## src/rtl/microwave_pkg.sv

```systemverilog
// Shared types and defaults for the microwave sequencing controller.
package microwave_pkg;

   typedef enum logic [2:0] {
      ST_IDLE  = 3'd0,
      ST_SET   = 3'd1,
      ST_COOK  = 3'd2,
      ST_PAUSE = 3'd3,
      ST_DONE  = 3'd4
   } mw_state_e;

   localparam int DEF_TICKS_PER_SEC = 100;
   localparam int DEF_DONE_SECS     = 3;
   localparam int NUM_RAW           = 14;

   function automatic logic [3:0] onehot_to_bin(input logic [9:0] oh);
      logic [3:0] b;
      b = '0;
      for (int i = 0; i < 10; i++) begin
         if (oh[i]) b = 4'(i);
      end
      return b;
   endfunction

endpackage

```

## src/rtl/mw_input_sync.sv

```systemverilog
// Two-flop synchronizer bank with a previous-value flop for edge detection.
module mw_input_sync #(
   parameter int               WIDTH   = 1,
   parameter logic [WIDTH-1:0] RST_VAL = '0
) (
   input  logic             clock,
   input  logic             reset,
   input  logic [WIDTH-1:0] raw,
   output logic [WIDTH-1:0] level,
   output logic [WIDTH-1:0] rise,
   output logic [WIDTH-1:0] fall
);

   logic [WIDTH-1:0] meta;
   logic [WIDTH-1:0] prev;

   always_ff @(posedge clock or posedge reset) begin
      if (reset) begin
         meta  <= RST_VAL;
         level <= RST_VAL;
         prev  <= RST_VAL;
      end else begin
         meta  <= raw;
         level <= meta;
         prev  <= level;
      end
   end

   assign rise = level & ~prev;
   assign fall = ~level & prev;

endmodule

```

## src/rtl/microwave_ctrl.sv

```systemverilog
// Microwave cooking sequencer: input sync, cook FSM, prescaler and timer strobes.
//  state | meaning
//  IDLE  | nothing entered, waiting for a digit
//  SET   | digits entered, waiting for start
//  COOK  | magnetron on, one-second decrements
//  PAUSE | stopped or door opened, partial second held
//  DONE  | cook complete indicator, timed return to IDLE
module microwave_ctrl
   import microwave_pkg::*;
#(
   parameter int TICKS_PER_SEC = DEF_TICKS_PER_SEC,
   parameter int DONE_SECS     = DEF_DONE_SECS
) (
   input  logic       clock,
   input  logic       reset,
   input  logic [9:0] keypad,
   input  logic       startn,
   input  logic       stopn,
   input  logic       clearn,
   input  logic       door_closed,
   input  logic       timer_zero,
   output logic       load_digit,
   output logic [3:0] digit,
   output logic       clear_timer,
   output logic       dec_tick,
   output logic       mag_on,
   output logic       done,
   output logic [2:0] state
);

   localparam int DONE_CYC = DONE_SECS * TICKS_PER_SEC;
   localparam int PW       = (DONE_CYC > 1) ? $clog2(DONE_CYC) : 1;
   localparam logic [PW-1:0] TICK_LAST = PW'(TICKS_PER_SEC - 1);
   localparam logic [PW-1:0] DONE_LAST = PW'(DONE_CYC - 1);
   localparam logic [NUM_RAW-1:0] SYNC_RST = {1'b0, 3'b111, 10'b0};

   logic [NUM_RAW-1:0] lvl, rise, fall;
   logic       unused_sync;
   logic [9:0] key_lvl;
   logic       key_ev, start_ev, stop_ev, clear_ev, door_open;

   mw_input_sync #(.WIDTH(NUM_RAW), .RST_VAL(SYNC_RST)) u_sync (
      .clock (clock),
      .reset (reset),
      .raw   ({door_closed, clearn, stopn, startn, keypad}),
      .level (lvl),
      .rise  (rise),
      .fall  (fall)
   );

   assign key_lvl   = lvl[9:0];
   assign key_ev    = (|rise[9:0]) && $onehot(key_lvl);
   assign start_ev  = fall[10];
   assign stop_ev   = fall[11];
   assign clear_ev  = fall[12];
   assign door_open = ~lvl[13];
   assign unused_sync = ^{lvl[12:10], rise[13:10], fall[9:0], fall[13]};

   mw_state_e     st_q, st_d;
   logic [PW-1:0] pre_q, pre_d;
   logic [3:0]    digit_d;
   logic          load_d, clr_d, dec_d;

   always_comb begin
      st_d    = st_q;
      pre_d   = pre_q;
      digit_d = digit;
      load_d  = 1'b0;
      clr_d   = 1'b0;
      dec_d   = 1'b0;
      if (clear_ev) begin
         st_d  = ST_IDLE;
         clr_d = 1'b1;
         pre_d = '0;
      end else if (st_q == ST_COOK && (stop_ev || door_open)) begin
         st_d = ST_PAUSE;
      end else if (st_q == ST_COOK && timer_zero) begin
         st_d  = ST_DONE;
         pre_d = '0;
      end else if (start_ev && (st_q == ST_SET || st_q == ST_PAUSE) &&
                   !door_open && !timer_zero) begin
         st_d = ST_COOK;
      end else if (key_ev && (st_q == ST_IDLE || st_q == ST_SET || st_q == ST_DONE)) begin
         st_d    = ST_SET;
         load_d  = 1'b1;
         digit_d = onehot_to_bin(key_lvl);
         pre_d   = '0;
      end else if (st_q == ST_COOK) begin
         if (pre_q == TICK_LAST) begin
            dec_d = 1'b1;
            pre_d = '0;
         end else begin
            pre_d = pre_q + 1'b1;
         end
      end else if (st_q == ST_DONE) begin
         // prescaler doubles as the done-display timer
         if (pre_q == DONE_LAST) begin
            st_d  = ST_IDLE;
            pre_d = '0;
         end else begin
            pre_d = pre_q + 1'b1;
         end
      end
   end

   always_ff @(posedge clock or posedge reset) begin
      if (reset) begin
         st_q        <= ST_IDLE;
         pre_q       <= '0;
         load_digit  <= 1'b0;
         digit       <= '0;
         clear_timer <= 1'b0;
         dec_tick    <= 1'b0;
         mag_on      <= 1'b0;
         done        <= 1'b0;
      end else begin
         st_q        <= st_d;
         pre_q       <= pre_d;
         load_digit  <= load_d;
         digit       <= digit_d;
         clear_timer <= clr_d;
         dec_tick    <= dec_d;
         mag_on      <= (st_d == ST_COOK);
         done        <= (st_d == ST_DONE);
      end
   end

   assign state = st_q;

endmodule

```

## config.mk

```make
export PLATFORM = sky130hd
export DESIGN_NAME = microwave_ctrl
export DESIGN_NICKNAME = d
export VERILOG_FILES = /design/src/rtl/microwave_pkg.sv /design/src/rtl/mw_input_sync.sv /design/src/rtl/microwave_ctrl.sv
export SDC_FILE = /design/constraint.sdc
export NUM_CORES = 1
export LEC_CHECK = 0
export BUFFER_PORTS_ARGS = -buffer_cell sky130_fd_sc_hd__buf_2
export CORE_MARGIN = 2
export CORE_UTILIZATION = 50
export CTS_CLUSTER_DIAMETER = 100
export DETAILED_ROUTE_END_ITERATION = 10
export PLACE_DENSITY = 0.68
export SLEW_MARGIN = 25
export SYNTH_ARGS = -nofsm -noshare
export SYNTH_HDL_FRONTEND = slang
export SYNTH_HIERARCHICAL = 1
export SYNTH_SLANG_ARGS = --single-unit
```

## constraint.sdc

```tcl
create_clock -name clock -period 5.7 [get_ports clock]
set_clock_uncertainty 0.1 [all_clocks]
set_input_delay 0.855 -clock clock [delete_from_list [all_inputs] [get_ports clock]]
set_output_delay 0.855 -clock clock [all_outputs]
set_load 0.05 [all_outputs]
```

## Yosys cells after proc, flatten, opt, wreduce, memory -nomap -nowiden

Index checks and enable logic that the tools add are counted.

- Word-level logic and storage cells: 97
- Register bits after elaboration: 62
- Output and inout bits: 12
- Input port bits: 17

- Add/subtract/negate cells: 10
- Muxes and demuxes: 39
- Eq/ne operators: 11
- Reductions and logical operators: 17
- Bitwise gates (word level): 9

Operators with widths:

| cell | number |
|---|---|
| 2-to-1 mux 9 bit | 9 |
| 2-to-1 mux 4 bit | 7 |
| 2-to-1 mux 3 bit | 8 |
| 2-to-1 mux 1 bit | 14 |
| bitwise AND 13 bit | 1 |
| NOT 13 bit | 1 |
| adder 1 x 1 -> 2 bit | 5 |
| bitwise AND 10 bit | 1 |
| NOT 10 bit | 1 |
| OR reduction 10 bit | 1 |
| adder 9 x 1 -> 9 bit (second input constant) | 1 |
| equality test 3 x 2 -> 1 bit (second input constant) | 3 |
| equality test 9 x 7 -> 1 bit (second input constant) | 1 |
| equality test 9 bit (second input constant) | 1 |
| logical AND 1 bit | 7 |
| adder 2 x 2 -> 3 bit | 2 |
| equality test 3 bit (second input constant) | 2 |
| NOT 1 bit | 5 |
| AND reduction 5 bit | 1 |
| nonzero test 5 bit | 1 |
| adder 3 x 3 -> 4 bit | 1 |
| adder 4 x 2 -> 4 bit | 1 |
| equality test 4 x 1 -> 1 bit (second input constant) | 1 |
| logical OR 1 bit | 4 |
| other kinds (7) | 7 |

## Longest topological paths before layout

- Depth after elaboration: 13
- Depth in mapped cells: 13
- Mapped depth without buffers: 13

## Cells and area by module

The synthesis kept the hierarchy.

By module, submodules not included:

| module | seq. area each (µm²) | instances | cells each | area an instance (µm²) |
|---|---|---|---|---|
| microwave_ctrl | 525.5 | 1 | 138 | 1398.8 |
| mw_input_sync | 1062.3 | 1 | 71 | 1311.3 |

## Least setup slack after synthesis

OpenSTA, ideal clock, no wires.

- Path type: flip-flop to flip-flop
- Start point: reg u_sync.level[0]
- End point: reg digit[1]
- Arrival: 3758 ps
- Required time: 5475 ps
- Stages on the path, launching flop included: 13
- Path slack: 1717 ps
- Library setup time: 125 ps
- Buffers on the path: 0
- Clock period less this slack: 3983 ps
- Path through: dfrtp_1 > fa_1 > fa_1 > inv_1 > fa_1 > inv_1 > ha_1 > inv_1 > fa_1 > and3b_1 > o2111ai_1 > nor3_1 > mux2_2

- Cells in the longest elaborated chain, start to end: 8
- Elaborated cells on any way between the ends: 10
- Those cells by class: add/sub: 4; eq/ne: 1; bitwise: 1; reduce/logical: 4

RTL lines:

| element | RTL line | source |
|---|---|---|
| start: declaration | mw_input_sync.sv:9 | `output logic [WIDTH-1:0] level,` |
| start signal: assignment | mw_input_sync.sv:24 | `level <= meta;` |
| adder 1 x 1 -> 2 bit (not written as such) | microwave_ctrl.sv:52 | `assign key_ev = (\|rise[9:0]) && $onehot(key_lvl);` |
| adder 2 x 2 -> 3 bit (not written as such) | microwave_ctrl.sv:52 |  |
| adder 3 x 3 -> 4 bit (not written as such) | microwave_ctrl.sv:52 |  |
| adder 4 x 2 -> 4 bit (not written as such) | microwave_ctrl.sv:52 |  |
| equality test 4 x 1 -> 1 bit | microwave_ctrl.sv:52 |  |
| logical AND 1 bit * | microwave_ctrl.sv:52 |  |
| logical AND 1 bit * | microwave_ctrl.sv:83 | `end else if (key_ev && (st_q == ST_IDLE \|\| st_q == ST_SET \|\| st_q == ST_DONE)) begin` |
| AND reduction 5 bit (no line) * | n/a |  |
| end signal: assignment | microwave_ctrl.sv:120 | `digit <= digit_d;` |
| end: declaration | microwave_ctrl.sv:23 | `output logic [3:0] digit,` |

Mark *: on every way between the ends. The rest lies on a longest branch, timed or not.
A chain may end at the register's enable or synchronous reset.

## Final worst setup path

- Start point: reg u_sync.level[0]
- End point: reg digit[3]

Same word-level chain as after synthesis.

==> flow_summary.yaml <==
routing:
  dr.pass1.iters: 4
  vias_per_cell: 5.19
  drc: 0
  dr_total_vias: 1589
  finalWirelength_um: 4080
  routedWlPerCell_um: 13.3
  postRouteAntennaNets: 0
  first_iter_violations: 63
clocking:
  cts_resized: 0
  cts.sinks: 62
  cts_hold_buf: 0
  numCtsBuffers: 9
  cts_tree: "yes"
  cts_root_buf: "clkbuf_8"
  postCtsSetupBuffers: 0
  clk_pin_slew_ns: 0.07
  clk_latency_ns: 0.34
  cts_max_path_buffers: 2
  h-tree-depth: 3
global_routing:
  antenna_found_initial: 0
  grt_max_degree: 42
  grt_use_total_pct: 17.3
  grt_pass1_vias: 1538
  grt_pass1_wl_um: 7000
  overflow: 0
worst_setup_path:
  cp_slowest_cell: "nor3_1"
  worstSetupPathType: "reg -> reg"
  end_kind: "flop"
  timing.critical_path.buf_inv: 3
  crit_required_ns: 5.83
  path_cells: "fa_1, fa_1, inv_1, fa_1, inv_1, ha_1, inv_1, fa_1, a211oi_1, o2111ai_1, nor3_1, mux2_2"
  path_delay_family: "adder cells"
  crit_top_cell: "fa_1"
  cp_max_fo: 6
  arrival_ns: 4.42
  worstSetupStartpointType: "flop"
  cpPeakStageDelay_ns: 0.63
sta:
  fin_crit_ns: 4.28
  final_min_period_over_clock_period_pct: 75.2
  setup_viol: 0
  fmax_ghz: 0.233
  hold_violations: 0
  slew_violations: 0
  slew_headroom_pct: 46.9
  tightest_slew_ns: 0.796
  finalSetupTns_ns: 0
  rsz0062_at_grt: "false"
finish:
  register_area_um2: 1560
  drive_gt1_share_pct: 32.6
  multi_input_area_um2: 913
  final_cells: 306
  fillers: 429
  syn2layout_area_growth_pct: 15.3
  nets: 257
  final_cell_area_um2: 2950
  antennaDiodeCount: 0
place:
  placed_area_um2: 2780
  gp_congestion: 0.811
  dpl.hpwl_um: 2860
  portBuffers: 28
  dp.cells: 290
floorplan:
  io_pins: 29
  die_area_um2: 5690
  start_util_pct: 51.0
  die_h_um: 75.5
  core_um2: 5010
  fp-row-count: 26
  die_w_um: 75.5
pwr:
  pwr_density_cell_nw_per_um2: 387
  p_leak_nw: 1.37
  ir_worst_vdd_uv: 198
logic_synthesis:
  syn_area_per_cell_um2: 13.2
  synth_fp_nets: 219
  synthCells: 193
  netlist_area_um2: 2550
  synth_warnings: 6
worst_hold_path:
  min_path_type: "reg -> reg"
status:
  status: "complete, no violations"
job:
  drv_cap: 0
## metal layers
metal | share of wire (%) | GRT usage (%) | up-vias
li1 | - | - | 752
met1 | 45 | 21.3 | 793
met2 | 48 | 26.8 | 34
met3 | 4.9 | 7.54 | 10
met4 | 1.9 | 7.60 | 0
met5 | 0 | 0 | -
## worst register-to-register path: stages, from the launching register on
cell	delay (ns)
dfrtp_1	0.41
fa_1	0.51
fa_1	0.51
inv_1	0.05
fa_1	0.42
inv_1	0.07
ha_1	0.17
inv_1	0.06
fa_1	0.37
a211oi_1	0.22
o2111ai_1	0.24
nor3_1	0.64
mux2_2	0.40
## report_power, final
part	internal, mW	switching, mW	total (mW)	leakage (nW)
clock	0.156	0.166	0.321	0.0820
sequential	0.494	0.0427	0.537	0.739
combinational	0.105	0.177	0.282	0.553
## worst paths after layout
kind / start / to / slack (ns) / cells past startpoint
max: u_sync/level[0] / digit[3] / 1.42 / 12
min: u_sync/meta[1] / u_sync/level[1] / 0.25 / 0
max reg2reg: u_sync/level[0] / digit[3] / 1.42 / 12
min reg2reg: u_sync/meta[1] / u_sync/level[1] / 0.25 / 0
max in group asynchronous: reset / state[0] / 4.43 / 2
min in group asynchronous: reset / u_sync/prev[4] / 0.52 / 3
## metrics by stage
step	worst slack, ns	power (mW)	hold WS, ns	util, %
5_1_grt	1.19	1.21	0.256	58.8
6_report	1.42	1.14	0.248	58.8
3_3_place_gp	1.55	0.820	0.232	55.5
4_1_cts	1.38	1.16	0.249	58.8
3_5_place_dp	1.42	0.829	0.235	55.5
2_1_floorplan	1.73	0.759	0.231	-
## layout by cell type, fill, tap and decap left out, types with 3 or more instances in the layout
| cell type | n |
|---|---|
| a21oi_1 | 4 |
| a221o_1 | 7 |
| and2b_2 | 13 |
| and3_1 | 6 |
| buf_2 | 28 |
| clkbuf_8 | 9 |
| clkinv_2 | 3 |
| dfrtp_1 | 53 |
| dfstp_2 | 9 |
| fa_1 | 6 |
| ha_1 | 3 |
| inv_1 | 18 |
| mux2_2 | 5 |
| nand2_1 | 4 |
| nand3_1 | 4 |
| nor2_1 | 10 |
| nor2b_1 | 6 |
| nor3b_1 | 4 |
| o21ai_0 | 3 |
## sequential cells by signal, summed over array words and instances (netlist names)
register,count
clear_timer,1
dec_tick,1
digit,4
done,1
load_digit,1
mag_on,1
pre_q,9
state,3
u_sync/level,14
u_sync/meta,14
u_sync/prev,13
## final cells by class
| class | count | share of cell area, % |
|---|---|---|
| Tap cell | 70 | 2.97 |
| Timing Repair Buffer | 29 | 5.01 |
| Multi-Input combinational cell | 111 | 31.0 |
| Clock inverter | 6 | 1.32 |
| Sequential cell | 62 | 53.1 |
| Inverter | 18 | 2.29 |
| Clock buffer | 10 | 4.33 |
Note: power is estimated with default switching activity, not from simulation.
